`src/rtl/setting_cursor_if.sv`:
```
// Binding handshake between the setting cursor and the key-map config logic.
// The master offers a (note, key) pair with cfg_valid; the slave accepts it with cfg_ready.
interface setting_cursor_if;
   logic       cfg_valid;
   logic [2:0] cfg_note;
   logic [2:0] cfg_key;
   logic       cfg_ready;

   modport master (output cfg_valid, output cfg_note, output cfg_key, input cfg_ready);
   modport slave  (input cfg_valid, input cfg_note, input cfg_key, output cfg_ready);
endinterface

```
`src/rtl/setting_cursor_ctrl.sv`:
```
// Note-selection cursor for setting mode: navigates the seven note icons, arms a key binding,
// offers it to the key-map config, and produces the frame-synced highlight box for the overlay.
module setting_cursor_ctrl #(
   parameter int NOTE_NUM       = 7,
   parameter int X0             = 112,
   parameter int PITCH          = 64,
   parameter int Y0             = 416,
   parameter int BLINK_FRAMES   = 30,
   parameter int TIMEOUT_FRAMES = 600
) (
   input  logic                      vga_clk,
   input  logic                      sys_rst_n,
   input  logic                      frame_start,
   input  logic                      btn_left,
   input  logic                      btn_right,
   input  logic                      btn_confirm,
   input  logic                      btn_cancel,
   input  logic                      key_valid,
   input  logic [2:0]                key_code,
   setting_cursor_if.master          cfg,
   output logic [2:0]                sel_note,
   output logic [9:0]                hl_x,
   output logic [9:0]                hl_y,
   output logic                      hl_on,
   output logic                      busy
);

   localparam int BL_W  = (BLINK_FRAMES > 1) ? $clog2(BLINK_FRAMES) : 1;
   localparam int TMO_W = (TIMEOUT_FRAMES > 1) ? $clog2(TIMEOUT_FRAMES) : 1;
   localparam logic [2:0]       LAST_NOTE = 3'(NOTE_NUM - 1);
   localparam logic [BL_W-1:0]  BL_LAST   = BL_W'(BLINK_FRAMES - 1);
   localparam logic [TMO_W-1:0] TMO_LAST  = TMO_W'(TIMEOUT_FRAMES - 1);

   typedef enum logic [1:0] {BROWSE, ARMED, COMMIT} state_t;

   state_t            state, state_next;
   logic [2:0]        pend, pend_next;
   logic              latch_bind;
   logic              enter_armed;
   logic [BL_W-1:0]   blink_cnt;
   logic              blink_ph;
   logic [TMO_W-1:0]  tmo_cnt;
   logic [9:0]        x_calc;

   assign hl_y   = 10'(Y0);
   assign x_calc = 10'(X0 + PITCH * int'(pend));

   // Confirm outranks navigation; in ARMED a key press outranks cancel, which outranks timeout.
   always_comb begin
      state_next  = state;
      pend_next   = pend;
      latch_bind  = 1'b0;
      enter_armed = 1'b0;
      case (state)
         BROWSE: begin
            if (btn_confirm) begin
               state_next  = ARMED;
               enter_armed = 1'b1;
            end else if (btn_right && !btn_left) begin
               pend_next = (pend == LAST_NOTE) ? 3'd0 : pend + 3'd1;
            end else if (btn_left && !btn_right) begin
               pend_next = (pend == 3'd0) ? LAST_NOTE : pend - 3'd1;
            end
         end
         ARMED: begin
            if (key_valid) begin
               state_next = COMMIT;
               latch_bind = 1'b1;
            end else if (btn_cancel) begin
               state_next = BROWSE;
            end else if (frame_start && tmo_cnt == TMO_LAST) begin
               state_next = BROWSE;
            end
         end
         COMMIT: begin
            if (cfg.cfg_valid && cfg.cfg_ready) state_next = BROWSE;
         end
         default: state_next = BROWSE;
      endcase
   end

   always_ff @(posedge vga_clk or negedge sys_rst_n) begin
      if (!sys_rst_n) begin
         state         <= BROWSE;
         pend          <= 3'd0;
         busy          <= 1'b0;
         cfg.cfg_valid <= 1'b0;
         cfg.cfg_note  <= 3'd0;
         cfg.cfg_key   <= 3'd0;
      end else begin
         state         <= state_next;
         pend          <= pend_next;
         busy          <= (state_next != BROWSE);
         cfg.cfg_valid <= (state_next == COMMIT);
         if (latch_bind) begin
            cfg.cfg_note <= pend;
            cfg.cfg_key  <= key_code;
         end
      end
   end

   // Blink phase and timeout both count frames only while armed and restart on every arming.
   always_ff @(posedge vga_clk or negedge sys_rst_n) begin
      if (!sys_rst_n) begin
         blink_cnt <= '0;
         blink_ph  <= 1'b1;
         tmo_cnt   <= '0;
      end else if (enter_armed) begin
         blink_cnt <= '0;
         blink_ph  <= 1'b1;
         tmo_cnt   <= '0;
      end else if (state == ARMED && frame_start) begin
         tmo_cnt <= tmo_cnt + 1'b1;
         if (blink_cnt == BL_LAST) begin
            blink_cnt <= '0;
            blink_ph  <= ~blink_ph;
         end else begin
            blink_cnt <= blink_cnt + 1'b1;
         end
      end
   end

   // Display registers sample the pre-edge cursor so the overlay never changes mid-frame.
   always_ff @(posedge vga_clk or negedge sys_rst_n) begin
      if (!sys_rst_n) begin
         sel_note <= 3'd0;
         hl_x     <= 10'(X0);
         hl_on    <= 1'b1;
      end else if (frame_start) begin
         sel_note <= pend;
         hl_x     <= x_calc;
         hl_on    <= (state == ARMED) ? blink_ph : 1'b1;
      end
   end

endmodule

```
`src/flat_wrapper.sv`:
```
// flat-port wrapper written by rule: the top's interface ports become plain ports
module setting_cursor_ctrl_flat 
#(
   parameter int NOTE_NUM       = 7,
   parameter int X0             = 112,
   parameter int PITCH          = 64,
   parameter int Y0             = 416,
   parameter int BLINK_FRAMES   = 30,
   parameter int TIMEOUT_FRAMES = 600
)
  (vga_clk, sys_rst_n, frame_start, btn_left, btn_right, btn_confirm, btn_cancel, key_valid, key_code, sel_note, hl_x, hl_y, hl_on, busy, cfg_cfg_valid, cfg_cfg_note, cfg_cfg_key, cfg_cfg_ready);
  setting_cursor_if cfg_i ();
  input  logic vga_clk;
  input  logic sys_rst_n;
  input  logic frame_start;
  input  logic btn_left;
  input  logic btn_right;
  input  logic btn_confirm;
  input  logic btn_cancel;
  input  logic key_valid;
  input  logic [2:0] key_code;
  output logic [2:0] sel_note;
  output logic [9:0] hl_x;
  output logic [9:0] hl_y;
  output logic hl_on;
  output logic busy;
  output wire logic [$bits(cfg_i.cfg_valid)-1:0] cfg_cfg_valid;
  output wire logic [$bits(cfg_i.cfg_note)-1:0] cfg_cfg_note;
  output wire logic [$bits(cfg_i.cfg_key)-1:0] cfg_cfg_key;
  input wire logic [$bits(cfg_i.cfg_ready)-1:0] cfg_cfg_ready;
  assign cfg_cfg_valid = cfg_i.cfg_valid;
  assign cfg_cfg_note = cfg_i.cfg_note;
  assign cfg_cfg_key = cfg_i.cfg_key;
  assign cfg_i.cfg_ready = cfg_cfg_ready;
  setting_cursor_ctrl #(.NOTE_NUM(NOTE_NUM), .X0(X0), .PITCH(PITCH), .Y0(Y0), .BLINK_FRAMES(BLINK_FRAMES), .TIMEOUT_FRAMES(TIMEOUT_FRAMES)) u_core (.vga_clk(vga_clk), .sys_rst_n(sys_rst_n), .frame_start(frame_start), .btn_left(btn_left), .btn_right(btn_right), .btn_confirm(btn_confirm), .btn_cancel(btn_cancel), .key_valid(key_valid), .key_code(key_code), .cfg(cfg_i), .sel_note(sel_note), .hl_x(hl_x), .hl_y(hl_y), .hl_on(hl_on), .busy(busy));
endmodule
```
`config.mk`:
```
export PLATFORM = sky130hd
export DESIGN_NAME = setting_cursor_ctrl_flat
export DESIGN_NICKNAME = d
export VERILOG_FILES = /design/src/rtl/setting_cursor_if.sv /design/src/rtl/setting_cursor_ctrl.sv /design/src/flat_wrapper.sv
export SDC_FILE = /design/constraint.sdc
export NUM_CORES = 1
export LEC_CHECK = 0
export CAP_MARGIN = 20
export CORE_MARGIN = 1
export CORE_UTILIZATION = 40
export CTS_CLUSTER_DIAMETER = 80
export CTS_CLUSTER_SIZE = 40
export DETAILED_ROUTE_END_ITERATION = 12
export PLACE_DENSITY = 0.74
export SETUP_SLACK_MARGIN = 0.05
export SKIP_CTS_REPAIR_TIMING = 1
export SLEW_MARGIN = 20
export SYNTH_ARGS = -nofsm -noshare
export SYNTH_HDL_FRONTEND = slang
export SYNTH_SLANG_ARGS = --single-unit
```
`constraint.sdc`:
```
create_clock -name vga_clk -period 1.6 [get_ports vga_clk]
set_input_delay 0.32 -clock vga_clk [delete_from_list [all_inputs] [get_ports vga_clk]]
set_output_delay 0.32 -clock vga_clk [all_outputs]
set_load 0.01 [all_outputs]
```
### Word level (Yosys, flattened, before mapping)

Index checks and enable logic that the tools add are counted.

* $add $sub $neg: 5
* muxes and demuxes: 23
* reductions and logical operators: 15
* equal/unequal tests: 6
* bitwise gates (word level): 2

Operators with widths (count)
* 10-bit two-way mux: 2
* 5-bit two-way mux: 3
* 3-bit two-way mux: 4
* 10-bit by 1-bit adder with 10-bit output, second input constant: 1
* 7-bit by 9-bit adder with 10-bit output, first input constant: 1
* 10-bit == test, second input constant: 1
* 2-bit two-way mux: 5
* 1-bit two-way mux: 8
* 2-bit nonzero test: 4
* 2-bit case mux with 3 select lines: 1
* 5-bit by 1-bit adder with 5-bit output, second input constant: 1
* 5-bit == test, second input constant: 1
* 1-bit logical AND: 5
* 2-bit == test, second input constant: 2
* 3-bit by 1-bit adder with 3-bit output, second input constant: 1
* 3-bit == test, second input constant: 1
* 3-bit zero test: 1
* 3-bit AND reduction: 1
* 3-bit by 1-bit subtractor with 3-bit output, second input constant: 1
* 2-bit by 1-bit == test with 1-bit output, second input constant: 1
* 1-bit zero test: 2
* 2-bit zero test: 1
* 1-bit inverter: 2
* 2-bit AND reduction: 1

* register bits: 43
* input bits: 12
* output and inout port bits: 32

### Depth between registers and ports, before layout

Gate-level depths: netlist (run 1).

* depth in word-level cells: 7
* depth in mapped cells: 6
* gate-level depth less buffers: 5

### Least setup slack after synthesis (run 1)

Ideal clock, no wire load.

* path type: reg2reg
* start point: register u_core.pend[0]
* end point: register u_core.pend[0]
* path slack: 0.152 ns
* setup time: 0.140 ns
* cell stages (with the launch flop): 6
* arrival: 1.309 ns
* path buffers: 0
* data required time: 1.460 ns
* path through: dfrtp_1 > inv_1 > ha_1 > or3b_2 > nand4_1 > o21ai_0

* longest elaborated chain between the ends: 4
* elaborated cells between the ends (all ways): 8
* those cells by class: add/sub: 2; eq/ne: 1; mux: 4; reduce/logical: 1

Ends and longest elaborated chain
* start, declared: line setting_cursor_ctrl.sv:37 `logic [2:0] pend, pend_next;`
* start signal, assigned: line setting_cursor_ctrl.sv:92 `pend <= pend_next;`
* 3-bit by 1-bit subtractor with 3-bit output or 3-bit zero test (tied branches): line setting_cursor_ctrl.sv:62 `pend_next = (pend == 3'd0) ? LAST_NOTE : pend - 3'd1;`
* 3-bit two-way mux: line setting_cursor_ctrl.sv:62
* 3-bit two-way mux: line setting_cursor_ctrl.sv:61 `end else if (btn_left && !btn_right) begin`
* 3-bit two-way mux (*): line setting_cursor_ctrl.sv:59 `end else if (btn_right && !btn_left) begin`

Mark *: on every way between the ends. The rest lies on a longest branch, timed or not. The select of a mux whose other input is x is not followed.
A chain may end at the register's enable or synchronous reset.

### Worst setup path after layout (run 1)

* start point: input frame_start
* end point: register u_core.blink_ph

* longest elaborated chain between the ends: 3

Ends and longest elaborated chain
* start, declared: line flat_wrapper.sv:15 `input logic frame_start;`
* 1-bit logical AND: line setting_cursor_ctrl.sv:112 `end else if (state == ARMED && frame_start) begin`
* 2-bit nonzero test (no source line)
* 2-bit AND reduction (no source line)
* end signal, assigned: line setting_cursor_ctrl.sv:116 `blink_ph <= ~blink_ph;`
* end, declared: line setting_cursor_ctrl.sv:41 `logic blink_ph;`

Every way passes these cells.

==> results of run 1 <==
-- kinds of logic (layout without fill, tap and decap cells) --
| logic type | after synthesis | count (layout) | synth area share [%] |
|---|---|---|---|
| and+or+nand+nor | 59 | 59 | 18.26 |
| DFF | 37 | 37 | 46.15 |
| AOI/OAI and AO/OA | 35 | 35 | 10.44 |
| buffers and inverters | 31 | 65 | 9.378 |
| muxes | 16 | 16 | 8.510 |
| adders and majority gates | 9 | 9 | 5.590 |
| xor gates and xnor gates | 3 | 3 | 1.305 |
| other | 2 | 16 | 0.3728 |
-- flip-flops by register name (all words and copies together), names as in the netlist --
| signal | flops |
|---|---|
| u_core.tmo_cnt | 10 |
| u_core.blink_cnt | 5 |
| u_core.hl_x | 4 |
| u_core.cfg.cfg_key | 3 |
| u_core.cfg.cfg_note | 3 |
| u_core.pend | 3 |
| u_core.sel_note | 3 |
| u_core.state | 2 |
| u_core.blink_ph | 1 |
| u_core.busy | 1 |
| u_core.cfg.cfg_valid | 1 |
| u_core.hl_on | 1 |
-- routing by layer --
layer  GRT usage (%)  part of all wire, %  up-vias
li1                -                    -      745
met4           4.575                  1.0        0
met3           3.867                  3.4        5
met2           24.40                   47       36
met5               0                    0        -
met1           22.10                   48      743
-- critical path: cells and delay by family --
family                 cells  cell delay [ns]
buffers and inverters      3             0.89
and+or+nand+nor            2             0.32
AOI/OAI and AO/OA          1             0.20
-- worst max-delay path by stage --
stage                   startpoint                end  cells after the start
floorplan           u_core.pend[0]     u_core.pend[0]                      5
global placement       frame_start        u_core.busy                      4
detailed placement     frame_start  u_core.tmo_cnt[6]                      4
CTS                   u_core.hl_on              hl_on                      1
global route           frame_start    u_core.blink_ph                      6
finish                 frame_start    u_core.blink_ph                      6
-- stage by stage --
stage | setup slack (ns) | instances
finish | 0.06305 | 307
global route | 0.01176 | 307
CTS | -0.08225 | 304
detailed placement | -0.1965 | 296
global placement | -0.1495 | 296
floorplan | 0.1516 | 206
-- power breakdown --
group	internal [mW]	switching [mW]
logic	0.895	0.732
clock network	0.302	0.323
registers	1.22	0.188
-- final cells by class --
type	instances	area [um2]
clock buffers	6	72.57
clock inverters	2	10.01
fillers	431	2243
inverters	7	26.28
multi-input cells	138	970.9
flip-flops and latches	37	930.9
well taps	67	83.83
repair buffers	50	447.9
-- cell usage in the layout (no fill, tap or decap), drive strengths merged, types with 4 or more instances in the layout --
cell type and n:
buf 23, o21ai 16, dlymetal6s2s 4, a21oi 8, clkdlybuf4s50 22, nand4 5, conb 16, nand2 12
clkbuf 7, nand3b 4, nand2b 5, nor2 4, mux2i 7, dfrtp 34, ha 9, mux2 9
inv 7, nand3 5
==> results_dict.tcl, run 1 <==
set metrics [dict create \
    cts_sinks 37 \
    cts_htree_levels 2 \
    synth_ff_type "dfrtp_1" \
    hpwl_mm 2.746 \
    cap_violations 0 \
    die_height_um 72.97 \
    cts_made_buffers 5 \
    regToRegSetupSlack_ns 0.12 \
    avgSynthCellArea_um2 10.49 \
    slowest_stage "clkdlybuf4s50_1" \
    io_pins 44 \
    finalInstanceArea_mm2 0.002542 \
    drtIter0Drc 42 \
    crit_arrival_ns 1.74 \
    required_ns 1.80 \
    clock_latency_ns 0.29 \
    cts_max_path_buffers 2 \
    final.setup.tns_ns 0 \
    ir_worst_vdd_uv 988.6 \
    synth_edf_count 0 \
    totalWireLength_mm 3.960 \
    crit_chain "clkdlybuf4s50_1 -> buf_4 -> nand3b_1 -> buf_4 -> o21ai_0 -> nand3_1" \
    synthTopCellsByCount "dfrtp_1, buf_4, o21ai_0" \
    clockRootBuffer "clkbuf_8" \
    dieArea_mm2 0.005324 \
    synth_warnings 0 \
    synth_top_cell_by_area "dfrtp_1" \
    cts_tree "built" \
    overflow 0 \
    finalCriticalPeriod_ns 1.537 \
    synth-seq-cells 37 \
    coreArea_mm2 0.004786 \
    rsz0062_at_grt "yes" \
    yosys.area.top_type_share_pct 42.24 \
    max_stage_delay_ns 0.53 \
    outcome "finished clean" \
    grt_first_pass_wirelength_mm 6.506 \
    gp_congestion 0.8656 \
    post-route-period-util_pct 96.06 \
    synthCells 192 \
    power_leakage_nw 1.098 \
    r2r_end "u_core.tmo_cnt[6]" \
    synth-async-reset-ratio_pct 100.0 \
    setup_viol 0 \
    row_count 25 \
    wl_per_cell_um 12.90 \
    cp-start-kind "primary input" \
    grt_start_max_net_pins 38 \
    place_area_mm2 0.002404 \
    die_w_um 72.97 \
    synth_area_mm2 0.002014 \
    portBuffers 27 \
    area_delta_synth_final_pct 26.21 \
    hold_violations 0 \
    path_clk_slew_ns 0.07 \
    via_per_inst 4.980 \
    totalPowerFinal_mw 3.665 \
    via_count 1529 \
    drive_above_1_share_pct 21.67 \
    synthDistinctLibCells 45 \
    critical_path_class "primary input to flop" \
    start_util_pct 42.09 \
    max_freq_mhz 650.6 \
    nNetsFinal 260 \
    yosysMostFrequentCell "dfrtp_1" \
    drc_errors 0 \
    r2r-start "u_core.state[1]" \
    ant_nets 0 \
    antenna-diode-count 0 \
    antenna_found_initial 0 \
    hp-class "primary input to async pin" \
    hold_slack_ns 0.07087 \
    powerDensity_mw_per_mm2 1442 \
    grt_usage_pct 15.82 \
    yosysSeqAreaShare_pct 46.15 \
    grt_pass1_vias 1377 \
    synth_area_leaders "dfrtp_1, buf_4, ha_1" \
    final_util_pct 53.12 \
    ff2ff_path_depth 3 \
    drv_slew 0 \
    cpMostUsedCell "buf_4" \
    endpoint_kind "flop" \
    cp_max_fo 7 \
    dr.pass1.iters 4 \
    skew_ns 0.005128 \
]
Power figures use the tool's default switching activity.
==> run 2: changes to the inputs <==
--- a/config.mk
+++ b/config.mk
@@ -7,3 +7,3 @@
 export LEC_CHECK = 0
-export CAP_MARGIN = 20
+export CAP_MARGIN = 25
 export CORE_MARGIN = 1
==> constraint.sdc (replaced) <==
create_clock -name vga_clk -period 1.6 [get_ports vga_clk]
set_input_delay 0.4 -clock vga_clk [delete_from_list [all_inputs] [get_ports vga_clk]]
set_output_delay 0.4 -clock vga_clk [all_outputs]
set_load 0.01 [all_outputs]
==> run 2 against run 1 <==
Global-route usage is 0.40 points higher; largest power group unchanged; critical endpoint is now u_core.pend[0]; combinational power is 2% lower; clock skew hardly changed; highest routed layer unchanged; die area stayed put; final area is 4.6% higher; non-clock buffer count is 1 lower.
==> results_dict.tcl, run 2 (same netlist as run 1, synthesis figures left out) <==
set metrics [dict create \
    largest_reg_flops 10 \
    setup_ws_ns 0.1011 \
    largestRegisters "u_core.tmo_cnt (10), u_core.blink_cnt (5), u_core.hl_x (4)" \
    grt_start_max_net_pins 38 \
    hpwl_mm 2.875 \
    drive_above_1_share_pct 23.85 \
    overflow 0 \
    io_pins 44 \
    grt_usage_pct 16.23 \
    totalPowerFinal_mw 3.969 \
    cts_max_path_buffers 2 \
    clockRootBuffer "clkbuf_8" \
    finalCriticalPeriod_ns 1.499 \
    hp-class "primary input to async pin" \
    top_register "u_core.tmo_cnt" \
    wl_per_cell_um 13.15 \
    clock_latency_ns 0.30 \
    ant_nets 0 \
    endpoint_kind "flop" \
    antenna_found_initial 0 \
    grt_pass1_vias 1410 \
    coreArea_mm2 0.004786 \
    cts_htree_levels 2 \
    cap_violations 0 \
    area_delta_synth_final_pct 31.99 \
    dr.pass1.iters 6 \
    power_leakage_nw 1.275 \
    drtIter0Drc 59 \
    powerDensity_mw_per_mm2 1493 \
    pre_cts_slack_ns -0.3202 \
    start_util_pct 42.09 \
    final_cell_mix "dfrtp_1, buf_4, dlymetal6s2s_1, conb_1, o21ai_0" \
    ir_worst_vdd_uv 913.1 \
    post-route-period-util_pct 93.68 \
    regToRegSetupSlack_ns 0.13 \
    grt_first_pass_wirelength_mm 6.513 \
    cts_tree "built" \
    row_count 25 \
    hold_slack_ns 0.1450 \
    gp_congestion 0.8659 \
    drc_errors 0 \
    drv_slew 0 \
    cts_made_buffers 5 \
    hold_violations 0 \
    required_ns 1.79 \
    totalWireLength_mm 4.025 \
    critical_path_class "primary input to flop" \
    die_w_um 72.97 \
    path_clk_slew_ns 0.08 \
    setup_viol 0 \
    cp-start-kind "primary input" \
    outcome "finished clean" \
    via_count 1517 \
    cp_max_fo 3 \
    skew_ns 0.005539 \
    dieArea_mm2 0.005324 \
    max_freq_mhz 667.1 \
    via_per_inst 4.958 \
    die_height_um 72.97 \
    cts_sinks 37 \
    crit_arrival_ns 1.68 \
    portBuffers 27 \
    layout_commonest_cell "dfrtp_1" \
    antenna-diode-count 0 \
    nNetsFinal 259 \
    rsz0062_at_grt "yes" \
]
run 2: worst paths after layout:
kind,start,end,depth (start not counted)
hold / removal,sys_rst_n,u_core.tmo_cnt[2],2
setup / recovery,btn_left,u_core.pend[0],6
hold reg to reg,u_core.blink_cnt[4],u_core.blink_cnt[4],1
max in group asynchronous,sys_rst_n,u_core.hl_x[6],2
setup reg to reg,u_core.tmo_cnt[1],u_core.tmo_cnt[6],4
min in group vga_clk,u_core.blink_cnt[4],u_core.blink_cnt[4],1
run 2: where the power goes:
group | switching (mW) | internal [mW]
sequential | 0.181 | 1.22
clock | 0.350 | 0.619
combinational | 0.741 | 0.853
total | 1.27 | 2.70
run 2: per-stage QoR:
step	util, %	instances	instance area [um2]	setup TNS, ns
final	55.56	306	2659	0
after detailed placement	50.22	296	2404	-4.687
after global routing	55.56	306	2659	0
after global placement	50.22	296	2404	-3.563
after CTS	53.02	304	2537	-0.3478
after floorplan	-	206	2067	0
run 2: area by class of cell:
| type | instances | area (um2) |
|---|---|---|
| Tap cell | 67 | 83.83 |
| Inverter | 7 | 26.28 |
| Clock buffer | 5 | 68.82 |
| Clock inverter | 3 | 65.06 |
| Timing Repair Buffer | 49 | 479.2 |
| Multi-Input combinational cell | 138 | 1005 |
| Fill cell | 424 | 2127 |
| Sequential cell | 37 | 930.9 |
run 2: routing by layer:
layer  wire length (um)  GRT usage (%)
met1               1846          21.55
met5                  0              0
met3                186          5.110
met2               1953          25.13
met4                 39          5.447
run 2: critical path, cell delays in order:
cell and delay, ns:
clkdlybuf4s50_1 0.46, inv_1 0.04, ha_2 0.19, or3b_2 0.44, nand4_1 0.10, o21ai_1 0.06
